**src/rtl/bitty_pkg.sv**
```systemverilog
// Shared definitions for the bitty fetch sequencer and its watchdog.
package bitty_pkg;

    typedef enum logic [2:0] {
        ST_IDLE     = 3'd0,
        ST_FETCH    = 3'd1,
        ST_WAIT_MEM = 3'd2,
        ST_EXEC     = 3'd3,
        ST_HALTED   = 3'd4
    } state_e;

    localparam int TIMEOUT_DEF = 15;

endpackage

```
**src/rtl/bitty_watchdog.sv**
```systemverilog
// Counts consecutive enabled cycles; flags expiry on the TIMEOUT-th one.
module bitty_watchdog
    import bitty_pkg::*;
#(
    parameter int TIMEOUT = TIMEOUT_DEF
) (
    input  logic clk,
    input  logic reset,
    input  logic clear,
    input  logic enable,
    output logic expired
);

    localparam int CW = (TIMEOUT < 2) ? 1 : $clog2(TIMEOUT);

    logic [CW-1:0] cnt_q;
    logic [CW-1:0] cnt_d;

    assign expired = enable && (cnt_q == CW'(TIMEOUT - 1));

    always_comb begin
        cnt_d = cnt_q;
        if (clear) begin
            cnt_d = '0;
        end else if (enable && !expired) begin
            cnt_d = cnt_q + CW'(1);
        end
    end

    always_ff @(posedge clk) begin
        if (reset) begin
            cnt_q <= '0;
        end else begin
            cnt_q <= cnt_d;
        end
    end

endmodule

```
**src/rtl/bitty_fetch_sequencer.sv**
```systemverilog
// Fetch/execute sequencer for the bitty core: fetches one word,
// holds run until the core signals done, then advances pc.
module bitty_fetch_sequencer
    import bitty_pkg::*;
#(
    parameter int                ADDR_W    = 8,
    parameter logic [ADDR_W-1:0] LAST_ADDR = ADDR_W'(8'hFF),
    parameter bit                WRAP      = 1'b0,
    parameter int                TIMEOUT   = TIMEOUT_DEF
) (
    input  logic              clk,
    input  logic              reset,
    input  logic              start,
    input  logic [ADDR_W-1:0] start_addr,
    input  logic              halt_req,
    output logic              mem_rd_en,
    output logic [ADDR_W-1:0] mem_addr,
    input  logic [15:0]       mem_rd_data,
    input  logic              mem_rd_valid,
    output logic [15:0]       instruction,
    output logic              run,
    input  logic              done,
    output logic [ADDR_W-1:0] pc,
    output logic [15:0]       instr_count,
    output logic              busy,
    output logic              halted,
    output logic              error
);

    state_e            state_q, state_d;
    logic [ADDR_W-1:0] pc_q, pc_d;
    logic [15:0]       instr_q, instr_d;
    logic [15:0]       count_q, count_d;
    logic              run_q, run_d;
    logic              rd_en_q, rd_en_d;
    logic              busy_q, busy_d;
    logic              halted_q, halted_d;
    logic              error_q, error_d;
    logic              pend_q, pend_d;

    logic              wd_expired;
    logic              at_last;
    logic [ADDR_W-1:0] pc_next;

    bitty_watchdog #(
        .TIMEOUT (TIMEOUT)
    ) u_watchdog (
        .clk     (clk),
        .reset   (reset),
        .clear   (state_q != ST_EXEC),
        .enable  (state_q == ST_EXEC),
        .expired (wd_expired)
    );

    // Without WRAP the last address is sticky, so pc_next also covers halt-at-end.
    assign at_last = (pc_q == LAST_ADDR);
    assign pc_next = at_last ? (WRAP ? '0 : pc_q) : pc_q + ADDR_W'(1);

    always_comb begin
        state_d  = state_q;
        pc_d     = pc_q;
        instr_d  = instr_q;
        count_d  = count_q;
        run_d    = run_q;
        error_d  = error_q;
        pend_d   = pend_q;
        case (state_q)
            ST_IDLE, ST_HALTED: begin
                if (start) begin
                    pc_d    = start_addr;
                    error_d = 1'b0;
                    state_d = ST_FETCH;
                end
            end
            ST_FETCH: begin
                pend_d  = pend_q | halt_req;
                state_d = ST_WAIT_MEM;
            end
            ST_WAIT_MEM: begin
                pend_d = pend_q | halt_req;
                if (mem_rd_valid) begin
                    instr_d = mem_rd_data;
                    run_d   = 1'b1;
                    state_d = ST_EXEC;
                end
            end
            ST_EXEC: begin
                pend_d = pend_q | halt_req;
                if (done) begin
                    run_d   = 1'b0;
                    count_d = (count_q == 16'hFFFF) ? count_q
                                                    : count_q + 16'd1;
                    pc_d    = pc_next;
                    if (pend_q || halt_req || (at_last && !WRAP)) begin
                        state_d = ST_HALTED;
                    end else begin
                        state_d = ST_FETCH;
                    end
                end else if (wd_expired) begin
                    run_d   = 1'b0;
                    error_d = 1'b1;
                    state_d = ST_HALTED;
                end
            end
            default: begin
                state_d = ST_IDLE;
            end
        endcase
        if (state_d == ST_HALTED) begin
            pend_d = 1'b0;
        end
        rd_en_d  = (state_d == ST_FETCH);
        halted_d = (state_d == ST_HALTED);
        busy_d   = (state_d == ST_FETCH) || (state_d == ST_WAIT_MEM)
                || (state_d == ST_EXEC);
    end

    always_ff @(posedge clk) begin
        if (reset) begin
            state_q  <= ST_IDLE;
            pc_q     <= '0;
            instr_q  <= '0;
            count_q  <= '0;
            run_q    <= 1'b0;
            rd_en_q  <= 1'b0;
            busy_q   <= 1'b0;
            halted_q <= 1'b0;
            error_q  <= 1'b0;
            pend_q   <= 1'b0;
        end else begin
            state_q  <= state_d;
            pc_q     <= pc_d;
            instr_q  <= instr_d;
            count_q  <= count_d;
            run_q    <= run_d;
            rd_en_q  <= rd_en_d;
            busy_q   <= busy_d;
            halted_q <= halted_d;
            error_q  <= error_d;
            pend_q   <= pend_d;
        end
    end

    assign mem_rd_en   = rd_en_q;
    assign mem_addr    = pc_q;
    assign instruction = instr_q;
    assign run         = run_q;
    assign pc          = pc_q;
    assign instr_count = count_q;
    assign busy        = busy_q;
    assign halted      = halted_q;
    assign error       = error_q;

endmodule

```
**config.mk**
```make
export PLATFORM = sky130hd
export DESIGN_NAME = bitty_fetch_sequencer
export DESIGN_NICKNAME = d
export VERILOG_FILES = /design/src/rtl/bitty_pkg.sv /design/src/rtl/bitty_watchdog.sv /design/src/rtl/bitty_fetch_sequencer.sv
export SDC_FILE = /design/constraint.sdc
export NUM_CORES = 1
export LEC_CHECK = 0
export ABC_AREA = 1
export CORE_ASPECT_RATIO = 0.8
export CORE_MARGIN = 2
export CORE_UTILIZATION = 51
export CTS_BUF_LIST = sky130_fd_sc_hd__clkbuf_8 sky130_fd_sc_hd__clkbuf_16
export DETAILED_ROUTE_END_ITERATION = 10
export MAX_ROUTING_LAYER = met4
export PLACE_DENSITY = 0.86
export SYNTH_ARGS = -nofsm -noshare
export SYNTH_HDL_FRONTEND = slang
export SYNTH_SLANG_ARGS = --single-unit
```
**constraint.sdc**
```tcl
create_clock -name clk -period 2.9 [get_ports clk]
set_input_delay 0.435 -clock clk [delete_from_list [all_inputs] [get_ports clk]]
set_output_delay 0.435 -clock clk [all_outputs]
set_load 0.05 [all_outputs]
```
# Yosys cells after proc, flatten, opt, wreduce, memory -nomap -nowiden
# Index checks and enable logic that the tools add are counted.
[totals] elab_cells=72 reg_bits=53 input_bits=30 mem_bits_rw=0 latchBits=0 out_inout_bits=53 n_memories=0 rom_bits=0
[classes] reduce_logical=19 n_eq_ne=19 n_shift=0 add_sub_neg=3 n_lt_le_gt_ge=0 div_mod_pow=0 n_mul=0 mux=18 bitwise=2
[op_table] cell="$mux 8" count=3
[op_table] cell="$add 16x1->16 const B" count=1
[op_table] cell="$eq 16x16->1 const B" count=1
[op_table] cell="$pmux 8 s2" count=1
[op_table] cell="$mux 3" count=5
[op_table] cell="$eq 3x2->1 const B" count=4
[op_table] cell="$ne 2x2->1 const B" count=6
[op_table] cell="$pmux 3 s4" count=1
[op_table] cell="$add 8x1->8 const B" count=1
[op_table] cell="$eq 8x8->1 const B" count=1
[op_table] cell="$reduce_and 4->1" count=2
[op_table] cell="$eq 3x1->1 const B" count=2
[op_table] cell="$eq 3x3->1 const B" count=2
[op_table] cell="$mux 1" count=6
[op_table] cell="$reduce_and 3->1" count=2
[op_table] cell="$reduce_or 2->1" count=3
[op_table] cell="$add 4x1->4 const B" count=1
[op_table] cell="$eq 4x4->1 const B" count=1
[op_table] cell="$logic_or 1x1->1" count=4
[op_table] cell="$pmux 1 s2" count=2
[op_table] cell="$reduce_bool 2->1" count=2
[op_table] cell="$logic_not 3->1" count=1
[op_table] cell="$ne 3x2->1 const B" count=1
[op_table] cell="$ne 3x3->1 const B" count=1
[op_table] cell="6 further kinds" count=7

# Longest topological paths before layout
[depth] ltp_word=8 ltp_mapped=10

# Cells and area by module
# A second synthesis with hierarchy kept.
[unflattened] cells_unflattened=397 area_unflattened_um2=2847.7
[by_module_without_submodules] mod="bitty_fetch_sequencer" cells_each=365 n_inst=1 area_each_um2=2607.5
[by_module_without_submodules] mod="bitty_watchdog" cells_each=32 n_inst=1 area_each_um2=240.2

# Worst setup path after synthesis
# No wires, ideal clock.
[synth_timing] kind="reg-to-reg" start="register count_q[0], in the netlist instr_count[0]" end="register count_q[5], in the netlist instr_count[5]" path_slack_ns=0.971 period_less_slack_ns=1.929 arrival_time_ns=1.790 required_ns=2.761 path_stages_with_launch=10 n_path_buf=1 path_cell_list="dfxtp_1 > ha_1 > nand3_2 > nor2_8 > nand3_1 > nand2_1 > nand2_2 > buf_6 > nand2_1 > a21oi_2"
[synth_via] elab_chain_len=3 word_cells_on_any_way=4 cone_classes="add/sub (1); eq/ne (1); bitwise (1); reduce/logical (1)"
[synth_rtl] element="start, declared" line="bitty_fetch_sequencer.sv:33" text="logic [15:0] count_q, count_d;"
[synth_rtl] element="start signal, assigned" line="bitty_fetch_sequencer.sv:134" text="count_q <= count_d;"
[synth_rtl] element="parallel branches: the longest is 3 deep, another holds $add 16x1->16"
# Parallel ways; which one is timed is not known.
# A chain may end at the register's enable or synchronous reset.

# Final worst setup path
[layout_timing] start="register count_q[2], in the netlist instr_count[2]" end="output instr_count[2]"
[layout_rtl] element="end, declared" line="bitty_fetch_sequencer.sv:24" text="output logic [15:0] instr_count,"
# No word-level cell between the ends.

==> results.py <==
metrics = {
    "critical_path": {
        "end_kind": "output port",
        "critPathLaunchType": "register",
        "critPathRequiredTime_ns": 2.47,
        "cp.arrival_ns": 1.71,
        "critical_path_class": "reg2out",
        "crit_family": "buffers and inverters",
        "cp_max_fo": 8,
        "max_stage_delay_ns": 0.87,
        "crit_buf_inv": 1,
        "slowest_stage": "clkdlybuf4s50_1",
        "crit_chain": "clkdlybuf4s50_1",
    },
    "die": {
        "core_area_um2": 5090,
        "io_pins": 83,
        "fp.dieH_um": 69.7,
        "start_util_pct": 53.9,
        "die_width_um": 86.1,
        "fp-row-count": 23,
        "fp.dieArea_um2": 5990,
    },
    "clock_tree": {
        "htree_levels": 2,
        "cts_hold_buf": 0,
        "cts_num_sinks": 53,
        "numCtsBuffers": 5,
        "clockBufferDepth": 2,
        "cts_setup_buffers": 0,
        "clk_pin_slew_ns": 0.10,
        "cts_tree": "yes",
        "ctsResizeCount": 0,
        "insertion_delay_ns": 0.31,
        "cts-root-buf": "clkbuf_8",
    },
    "timing": {
        "worst_pin_slew_ns": 0.706,
        "skew_ns": 0.00832,
        "timing.fmax_mhz": 466,
        "setup_tns_ns": 0,
        "final.min_clock_period_ns": 2.14,
        "hold_violations": 0,
        "fin_crit_sh_pct": 73.9,
        "setup_viol": 0,
        "whs_ns": 0.466,
        "report.final.slew_viol_count": 0,
        "grt_setup_unrepaired": "false",
        "relSlewSlack_pct": 52.9,
    },
    "yosys": {
        "synth_edf_count": 0,
        "syn_inst": 390,
        "yosysUniqueCellTypes": 35,
        "synthArstFlopShare_pct": 0,
        "synthTopCellsByArea": "dfxtp_1 (39%), nand2_1 (12%), nor2_1 (10%), o21ai_0 (5.3%), inv_1 (3.8%)",
        "ys_ff_latch": 53,
        "synth_warnings": 0,
        "seq_area_frac_synth_pct": 38.6,
        "synth_most_common_cell": "nand2_1",
        "yosysTopAreaCell": "dfxtp_1",
        "syn_avg_cell_area_um2": 7.05,
        "synth_ff_type": "dfxtp_1",
        "syn_area_um2": 2750,
        "synth_common_cells": "nand2_1 (86), nor2_1 (75), dfxtp_1 (53)",
        "yosys.area.top_type_share_pct": 38.6,
        "synth_fp_nets": 424,
    },
    "route": {
        "viasPerCell": 5.15,
        "via_count": 2694,
        "detail-route-antenna-nets": 0,
        "drtIter0Drc": 141,
        "wl_per_cell_um": 12.8,
        "totalWireLength_um": 6670,
        "dr.pass1.iters": 5,
        "drc_errors": 0,
    },
    "global_route": {
        "gr-usage-met3_pct": 5.71,
        "met2_usage_pct": 35.4,
        "grt_usage_pct": 23.6,
        "grt_overflow": 0,
        "grtUsageMet1_pct": 32.2,
        "grt_max_degree": 28,
        "antenna_found_initial": 0,
        "grt_pass1_wl_um": 11300,
        "first_global_vias": 2457,
        "grt-busiest-layer": "met2",
    },
    "power_and_ir_drop": {
        "power_density_nw_per_um2": 464,
        "p_int_mw": 1.11,
        "p_comb_share_pct": 25.7,
        "power.total_mw": 1.68,
        "irDropWorstVdd_uv": 299,
        "power_frac_seq_pct": 48.0,
        "leakage_nw": 1.41,
        "p_sw_share_pct": 33.6,
        "netSwitchingPower_mw": 0.563,
        "p_clk_share_pct": 26.3,
    },
    "placed_design": {
        "dp_hpwl_um": 4830,
        "port-buffer-count": 82,
        "gp_congestion": 0.841,
        "place_area_um2": 3520,
    },
    "final_layout": {
        "antennaDiodeCount": 0,
        "nets": 494,
        "fin_util_pct": 70.9,
        "area_delta_synth_final_pct": 31.5,
        "final_area_um2": 3610,
        "drive_gt1_share_pct": 8.89,
    },
    "status": {
        "status": "finished, final reports clean",
    },
    "min_path": {
        "min_path_type": "reg2reg",
    },
    "job": {
        "cap_violations": 0,
    },
}
==> final cells by class <==
type                            instances  area [µm²]
Clock buffer                            6        82.6
Clock inverter                          2        13.8
Fill cell                             419        1480
Inverter                               31         116
Multi-Input combinational cell        285        1430
Sequential cell                        53        1060
Tap cell                               62        77.6
Timing Repair Buffer                   84         836
==> power groups by stage <==
stage	Sequential, mW	Clock, mW	Combinational [mW]
floorplan	0.929	0	0.183
global placement	0.818	0	0.425
detailed placement	0.820	0	0.430
CTS	0.804	0.447	0.431
global route	0.811	0.482	0.459
finish	0.804	0.440	0.430
==> registers in the layout, summed over array words and instances (netlist names) <==
signal and flops:
busy 1, error 1, halted 1, instr_count 16, instruction 16, mem_addr 8, mem_rd_en 1, pend_q 1
run 1, state_q 3, u_watchdog.cnt_q 4
==> worst min-delay path, stage by stage (launching register included) <==
cell and delay (ns):
dfxtp_1 0.32, nand2_1 0.06, a21oi_1 0.05
==> per-stage QoR <==
step,worst slack [ns],cells
after floorplan,0.971,390
after global placement,0.998,515
after detailed placement,0.942,515
after CTS,0.750,523
after global routing,0.681,523
final,0.756,523
==> worst paths after layout <==
kind / startpoint / endpoint / slack, ns / cells after the start
worst max-delay path: instr_count[2]$_SDFFE_PP0P_ / instr_count[2] / 0.76 / 1
worst min register to register: error$_SDFFE_PP0P_ / error$_SDFFE_PP0P_ / 0.47 / 2
worst max register to register: instr_count[0]$_SDFFE_PP0P_ / instr_count[14]$_SDFFE_PP0P_ / 1.15 / 8
worst min-delay path: error$_SDFFE_PP0P_ / error$_SDFFE_PP0P_ / 0.47 / 2
==> cells in the final DEF (no fill, tap or decap) <==
cell type,n
nor2_1,75
nand2_1,86
or2_2,1
o21ai_1,3
nand2_4,2
inv_1,28
nand4_2,1
a31o_2,1
nand3_2,3
clkinv_2,1
buf_4,2
nor3_1,2
o211ai_1,1
xor2_1,3
and3_1,1
a31oi_1,3
clkinv_1,1
a21oi_1,16
clkinv_4,1
nand2_2,4
a21oi_2,10
ha_1,4
clkdlybuf4s50_1,82
nor2_8,1
inv_2,2
o31ai_1,1
xnor2_1,5
dfxtp_1,53
clkbuf_8,6
nor2_2,3
o21ai_0,29
nor2_4,3
nand3_1,18
nand4_1,9
==> logic make-up after synthesis <==
group,count (synthesis),share of synthesized area [%]
flip-flops,53,38.6
XOR/XNOR,8,2.55
AND/OR/NAND/NOR,209,34.1
buffers and inverters,52,9.47
adder cells (fa/ha/maj),4,1.82
AO/OA/AOI/OAI,64,13.5
==> per-layer routing <==
layer  wire length (µm)  vias up
li1                   -     1382
met1               3040     1195
met2               2950      109
met3                615        8
met4                 68        0
met5                  0        -
Power figures use the tool's default switching activity.
